[src/rtl/lenet_window_ctrl.sv]
// lenet_window_ctrl
//
// Taps the live VGA pixel stream, box-averages the centred
// (BLOCK*LENET_SIZE)^2 crop into a LENET_SIZE x LENET_SIZE 4-bit image
// buffer, launches one LeNet inference per captured frame and returns the
// classified digit to the display logic.
//
// Ports:
//   clk25         pixel clock (only clock)
//   rst           synchronous active-high reset
//   enable        allow new captures / inferences
//   frame_start   one-cycle pulse ahead of the first pixel of a frame
//   pix_valid     qualifies pix_x / pix_y / pix_data
//   pix_x, pix_y  pixel column / line
//   pix_data      4-bit grey value
//   img_raddr     LeNet read address (row*LENET_SIZE+col)
//   img_rdata     buffer read data, one cycle after img_raddr; 0 past the end
//   lenet_start   one-cycle launch pulse
//   lenet_done    one-cycle completion pulse from LeNet
//   lenet_result  class index, valid with lenet_done
//   digit         last result, 4'hF when none or invalid
//   digit_valid   one-cycle pulse whenever digit is updated
//   busy          high while capturing, launching or inferring
//   timeout_err   sticky flag: an inference was aborted on timeout
module lenet_window_ctrl #(
  parameter int H_RES          = 640,
  parameter int V_RES          = 480,
  parameter int BLOCK          = 8,
  parameter int LENET_SIZE     = 28,
  parameter int TIMEOUT_CYCLES = 4194304
) (
  input  logic       clk25,
  input  logic       rst,
  input  logic       enable,
  input  logic       frame_start,
  input  logic       pix_valid,
  input  logic [9:0] pix_x,
  input  logic [9:0] pix_y,
  input  logic [3:0] pix_data,
  input  logic [9:0] img_raddr,
  output logic [3:0] img_rdata,
  output logic       lenet_start,
  input  logic       lenet_done,
  input  logic [3:0] lenet_result,
  output logic [3:0] digit,
  output logic       digit_valid,
  output logic       busy,
  output logic       timeout_err
);

  localparam int WIN_L_I = H_RES / 2 - BLOCK * LENET_SIZE / 2;
  localparam int WIN_T_I = V_RES / 2 - BLOCK * LENET_SIZE / 2;
  localparam logic [9:0] WIN_L = 10'(WIN_L_I);
  localparam logic [9:0] WIN_T = 10'(WIN_T_I);
  localparam logic [9:0] WIN_R = 10'(WIN_L_I + BLOCK * LENET_SIZE - 1);
  localparam logic [9:0] WIN_B = 10'(WIN_T_I + BLOCK * LENET_SIZE - 1);

  localparam int SH     = $clog2(BLOCK);
  localparam int CW     = $clog2(LENET_SIZE);
  localparam int IMG_N  = LENET_SIZE * LENET_SIZE;
  localparam int ACC_W  = 4 + 2 * SH;
  localparam int TW     = $clog2(TIMEOUT_CYCLES + 1);
  localparam logic [TW-1:0] T_LAST  = TW'(TIMEOUT_CYCLES - 1);
  localparam logic [SH-1:0] PH_LAST = '1;

  typedef enum logic [1:0] {
    IDLE    = 2'd0,
    CAPTURE = 2'd1,
    LAUNCH  = 2'd2,
    INFER   = 2'd3
  } state_t;

  // Truncating mean of one BLOCK x BLOCK block: divide by BLOCK^2.
  function automatic logic [3:0] block_mean(input logic [ACC_W-1:0] sum);
    return 4'(sum >> (2 * SH));
  endfunction

  state_t            state_q, state_d;
  logic [ACC_W-1:0]  acc_q [LENET_SIZE];
  logic [ACC_W-1:0]  acc_d [LENET_SIZE];
  logic [TW-1:0]     cnt_q, cnt_d;
  logic [3:0]        digit_q, digit_d;
  logic              digit_valid_q, digit_valid_d;
  logic              timeout_err_q, timeout_err_d;
  logic [3:0]        img_rdata_q, img_rdata_d;
  logic [3:0]        img_mem_q [IMG_N];

  logic [9:0]        dx, dy;
  logic [CW-1:0]     col_idx, row_idx;
  logic              in_win, blk_end, last_pix;
  logic [ACC_W-1:0]  acc_sum;
  logic              wr_en;
  logic [9:0]        wr_addr;
  logic [3:0]        wr_data;

  // Window decode: offsets inside the crop box and the block they fall in.
  always_comb begin
    dx       = pix_x - WIN_L;
    dy       = pix_y - WIN_T;
    in_win   = pix_valid && (pix_x >= WIN_L) && (pix_x <= WIN_R) &&
               (pix_y >= WIN_T) && (pix_y <= WIN_B);
    col_idx  = CW'(dx >> SH);
    row_idx  = CW'(dy >> SH);
    blk_end  = (dx[SH-1:0] == PH_LAST) && (dy[SH-1:0] == PH_LAST);
    last_pix = in_win && (pix_x == WIN_R) && (pix_y == WIN_B);
    acc_sum  = in_win ? (acc_q[col_idx] + ACC_W'(pix_data)) : '0;
    wr_addr  = 10'(int'(row_idx) * LENET_SIZE + int'(col_idx));
    wr_data  = block_mean(acc_sum);
  end

  // Next state, accumulators, result and timeout bookkeeping.
  always_comb begin
    state_d       = state_q;
    acc_d         = acc_q;
    cnt_d         = cnt_q;
    digit_d       = digit_q;
    digit_valid_d = 1'b0;
    timeout_err_d = timeout_err_q;
    wr_en         = 1'b0;

    case (state_q)
      IDLE: begin
        if (frame_start && enable) begin
          state_d = CAPTURE;
          acc_d   = '{default: '0};
        end
      end

      CAPTURE: begin
        if (!enable) begin
          state_d = IDLE;
        end else if (frame_start) begin
          acc_d = '{default: '0};
        end else if (in_win) begin
          // One accumulator per block column serves all BLOCK lines of the
          // current block row; it is emptied as the block's last pixel lands.
          if (blk_end) begin
            wr_en            = 1'b1;
            acc_d[col_idx]   = '0;
          end else begin
            acc_d[col_idx]   = acc_sum;
          end
          if (last_pix) begin
            state_d = LAUNCH;
          end
        end
      end

      LAUNCH: begin
        cnt_d   = '0;
        state_d = INFER;
      end

      INFER: begin
        // A completion on the final allowed cycle still counts as success.
        if (lenet_done) begin
          digit_d       = lenet_result;
          digit_valid_d = 1'b1;
          state_d       = IDLE;
        end else if (cnt_q == T_LAST) begin
          digit_d       = 4'hF;
          digit_valid_d = 1'b1;
          timeout_err_d = 1'b1;
          state_d       = IDLE;
        end else begin
          cnt_d = cnt_q + 1'b1;
        end
      end

      default: state_d = IDLE;
    endcase
  end

  always_comb begin
    img_rdata_d = (int'(img_raddr) < IMG_N) ? img_mem_q[img_raddr] : '0;
  end

  always_ff @(posedge clk25) begin
    if (rst) begin
      state_q       <= IDLE;
      acc_q         <= '{default: '0};
      cnt_q         <= '0;
      digit_q       <= 4'hF;
      digit_valid_q <= 1'b0;
      timeout_err_q <= 1'b0;
      img_rdata_q   <= '0;
    end else begin
      state_q       <= state_d;
      acc_q         <= acc_d;
      cnt_q         <= cnt_d;
      digit_q       <= digit_d;
      digit_valid_q <= digit_valid_d;
      timeout_err_q <= timeout_err_d;
      img_rdata_q   <= img_rdata_d;
    end
  end

  // Image buffer storage: contents survive reset.
  always_ff @(posedge clk25) begin
    if (wr_en) begin
      img_mem_q[wr_addr] <= wr_data;
    end
  end

  assign lenet_start = (state_q == LAUNCH);
  assign busy        = (state_q != IDLE);
  assign digit       = digit_q;
  assign digit_valid = digit_valid_q;
  assign timeout_err = timeout_err_q;
  assign img_rdata   = img_rdata_q;

endmodule

[config.mk]
export PLATFORM = sky130hd
export DESIGN_NAME = lenet_window_ctrl
export DESIGN_NICKNAME = d
export VERILOG_FILES = /design/src/rtl/lenet_window_ctrl.sv
export SDC_FILE = /design/constraint.sdc
export NUM_CORES = 2
export LEC_CHECK = 0
export CORE_UTILIZATION = 60
export CTS_CLUSTER_SIZE = 8
export DETAILED_ROUTE_END_ITERATION = 8
export GPL_TIMING_DRIVEN = 1
export PLACE_DENSITY_LB_ADDON = 0.12
export SLEW_MARGIN = 20
export SYNTH_ARGS = -nofsm -noshare
export SYNTH_HDL_FRONTEND = slang
export SYNTH_SLANG_ARGS = --single-unit
export TNS_END_PERCENT = 100
[constraint.sdc]
create_clock -name clk25 -period 45.8 [get_ports clk25]
set_input_delay 11.45 -clock clk25 [delete_from_list [all_inputs] [get_ports clk25]]
set_output_delay 11.45 -clock clk25 [all_outputs]
set_load 0.005 [all_outputs]
==> out/qor.csv <==
stage,metric,value,unit
run_status,run_status,finished clean,
sta,timing.setup.tns,0,ns
sta,finalCriticalPeriod,19.07,ns
detailed_routing,dr.pass1.iters,7,
clock_tree,ctsHoldBuffers,0,
setup_path,crit_arrival,19.75,ns
placement,post-place-ws,25.84,ns
placement,dpl_cell_area,142000,um2
sta,post-route-period-util,0.416,
sta,tightest_slew,1.25,ns
detailed_routing,top_layer_used,met5,
synthesis,synth-main-ff-cell,edfxtp_1,
sta,fin_ws,26.73,ns
sta,maxSlewViolCount,0,
hold_path,holdPathEnd,acc_q[98],
synthesis,async_reset_ff_frac,0,
detailed_routing,wirelength,384000,um
layout,final_layout_size_suffix_gt1_frac,0.203,
sta,clock_skew,0.0735,ns
job,maxCapViolCount,0,
detailed_routing,ant_nets,0,
synthesis,post_synth.cell_area_avg,17.8,um2
layout,finalInstanceArea,155000,um2
clock_tree,cts_made_buffers,481,
layout,seq_area,100000,um2
detailed_routing,wl_per_cell,34.7,um
sta,clock.fmax,52.4,MHz
clock_tree,cts_tree,done,
clock_tree,clock_path_buffers,4,
hold_path,hold_depth,2,
clock_tree,htreeDepth,5,
floorplanning,io_pins,56,
placement,gp_congestion,0.913,
setup_path,required,46.48,ns
setup_path,path_class,in -> reg,
sta,setup_viol,0,
layout,multi_input_area,36000,um2
sta,slew_headroom,0.167,
clock_tree,cts_resized,0,
clock_tree,cts.sink_count,3451,
floorplanning,die_y,483,um
layout,final_nets,8029,
setup_path,ff2ff_setup_slack,38.56,ns
layout,area_growth,11.9,%
synthesis,synth_edf_count,3136,
power_and_ir_drop,p_leak,56.5,nW
floorplanning,initial_utilization,0.603,
detailed_routing,dr_wl_met3,46600,um
floorplanning,rows,176,
synthesis,syn_inst,7790,
synthesis,syn_area,139000,um2
sta,hold_violations,0,
synthesis,syn_nets,7864,
layout,fillers,14798,
floorplanning,fp.dieW,483,um
detailed_routing,drtIter0Drc,11132,
global_routing,grt_pass1_vias,77023,
floorplanning,dieArea,233000,um2
setup_path,start_kind,input pin,
placement,post-dp-hpwl,226000,um
setup_path,r2r-end,img_mem_q[665][2],
detailed_routing,drt-met1-wl,146000,um
power_and_ir_drop,ir_drop,0.0360,mV
synthesis,ys_warn_count,0,
sta,holdWs,0.451,ns
global_routing,grt_usage,0.334,
hold_path,hold_path_class,reg -> reg,
placement,io_buffers,55,
detailed_routing,drcViolationCount,0,
setup_path,r2r_start,acc_q[180],
clock_tree,root_buffer,clkbuf_16,
synthesis,ys_seq_area_frac,0.724,
clock_tree,clk_pin_slew,0.05,ns
global_routing,grt_overflow,0,
power_and_ir_drop,finalPower,6.75,mW
clock_tree,post_cts_buffers,0,
global_routing,antenna_found_initial,26,
detailed_routing,via_per_inst,7.01,
global_routing,grt_pass1_wl,551000,um
sta,rsz0062_at_grt,no,
setup_path,cp_max_fo,103,
setup_path,cp-end-kind,flip-flop,
floorplanning,coreArea,230000,um2
hold_path,min_from,acc_q[98],
synthesis,ys_types,83,
global_routing,grt_max_degree,272,
detailed_routing,num_vias,77628,
setup_path,r2r_cells,18,
clock_tree,worstSkewPairLatency,1.02,ns
power_and_ir_drop,powerDensity,43.5,nW/um2
synthesis,synth-seq-cells,3451,
detailed_routing,wl_met2,176000,um
[placed cells by master, fill, tap and decap left out, drive strengths merged, types with 38 or more instances in the layout]
| cell | count |
|---|---|
| a21oi | 112 |
| a221oi | 79 |
| a22oi | 228 |
| a32o | 59 |
| buf | 194 |
| clkbuf | 551 |
| clkdlybuf4s50 | 45 |
| dfxtp | 315 |
| edfxtp | 3136 |
| inv | 38 |
| mux2i | 282 |
| mux4 | 819 |
| nand2 | 259 |
| nand3 | 50 |
| nor2 | 1132 |
| nor3 | 59 |
| o211ai | 57 |
| o21ai | 141 |
[sequential cells by signal, summed over array words and instances, names as in the netlist, named ones only]
name and cells:
acc_q 280, cnt_q 23, digit 4, digit_valid 1
img_mem_q 3136, img_rdata 4, state_q 1, timeout_err 1
[worst max-delay path, stage by stage]
cell	delay, ns
clkdlybuf4s50_1	0.64
inv_1	0.11
ha_1	0.59
clkinv_1	0.35
buf_4	0.35
a21oi_1	0.17
a31oi_1	0.12
o211ai_1	0.25
ha_1	0.19
inv_1	0.07
fa_1	0.40
nor2b_1	0.25
o21ai_0	0.15
nand2b_1	0.12
nand2_1	0.08
nor4_1	0.55
xor2_1	0.28
nor2_4	0.83
buf_4	0.87
buf_4	0.94
buf_4	0.78
[cell type report]
cell class                 instances  area share
sequential                      3451       0.647
clock buffer                     551      0.0801
clock inverter                    10    0.000806
timing repair buffer             239      0.0139
multi-input combinational       3747       0.232
inverter                          35    0.000895
antenna                           15    0.000242
tap                             3026      0.0244
[where the power goes]
part | switching, mW | internal, mW | leakage (nW)
clock network | 1.22 | 1.86 | 6.14
logic | 0.207 | 0.0744 | 11.6
registers | 0.000367 | 3.39 | 38.8
total | 1.42 | 5.33 | 56.5
[worst max-delay path by stage]
stage | start | end | slack, ns
final | pix_x[5] | img_mem_q[665][2] | 26.73
after global routing | pix_x[5] | img_mem_q[187][2] | 26.14
after CTS | pix_x[5] | img_mem_q[187][2] | 26.87
after detailed placement | pix_x[5] | img_mem_q[665][2] | 25.84
after global placement | pix_x[5] | img_mem_q[664][2] | 26.00
after floorplan | pix_x[4] | img_mem_q[0][3] | 5.13
[per-stage QoR]
step,std cells,util
detailed placement,10495,0.620
CTS,11056,0.674
global placement,10495,0.620
global route,11061,0.675
finish,11074,0.675
floorplan,7790,-
[cells by family after synthesis]
| logic type | count (synthesis) | share of synthesized area |
|---|---|---|
| flip-flops | 3451 | 0.724 |
| XOR/XNOR | 24 | 0.00157 |
| AO/OA/AOI/OAI | 918 | 0.0486 |
| AND/OR/NAND/NOR | 1659 | 0.0492 |
| multiplexers | 1116 | 0.155 |
| buffers and inverters | 592 | 0.0183 |
| adder cells (fa/ha/maj) | 30 | 0.00309 |
[synth_stat cells (9+ instances only)]
library cell,count,area share
o211ai_2,20,0.0018
o2111ai_1,32,0.0020
a31oi_1,26,0.0012
nor3_1,57,0.0021
a32oi_1,29,0.0018
a21oi_1,112,0.0040
mux4_2,809,0.13
a22oi_1,228,0.012
ha_1,23,0.0021
inv_1,31,0.00084
a311oi_1,11,0.00069
o211ai_1,37,0.0020
nand2_1,259,0.0070
mux2_2,15,0.0012
clkbuf_1,299,0.0081
and3_1,13,0.00059
a221oi_1,79,0.0050
o21ai_0,137,0.0049
edfxtp_1,3136,0.68
mux2i_1,282,0.020
nand4_1,13,0.00059
xnor2_1,9,0.00057
o221ai_1,13,0.00082
and2_1,18,0.00081
nand3_1,50,0.0018
buf_1,122,0.0033
a211oi_1,30,0.0016
nor4_1,13,0.00059
buf_2,92,0.0033
dfxtp_1,315,0.045
buf_4,37,0.0020
mux4_1,10,0.0019
nor2_1,1132,0.031
nand2b_1,32,0.0014
nor2b_1,31,0.0014
a32o_1,59,0.0043
o22ai_1,26,0.0012
xor2_1,14,0.00088
[routing by layer]
layer / global-route usage / vias up
li1: - / 31503
met3: 0.0903 / 827
met4: 0.131 / 12
met1: 0.475 / 40367
met2: 0.499 / 4919
met5: 0 / -
(Power assumes the default switching activity.)
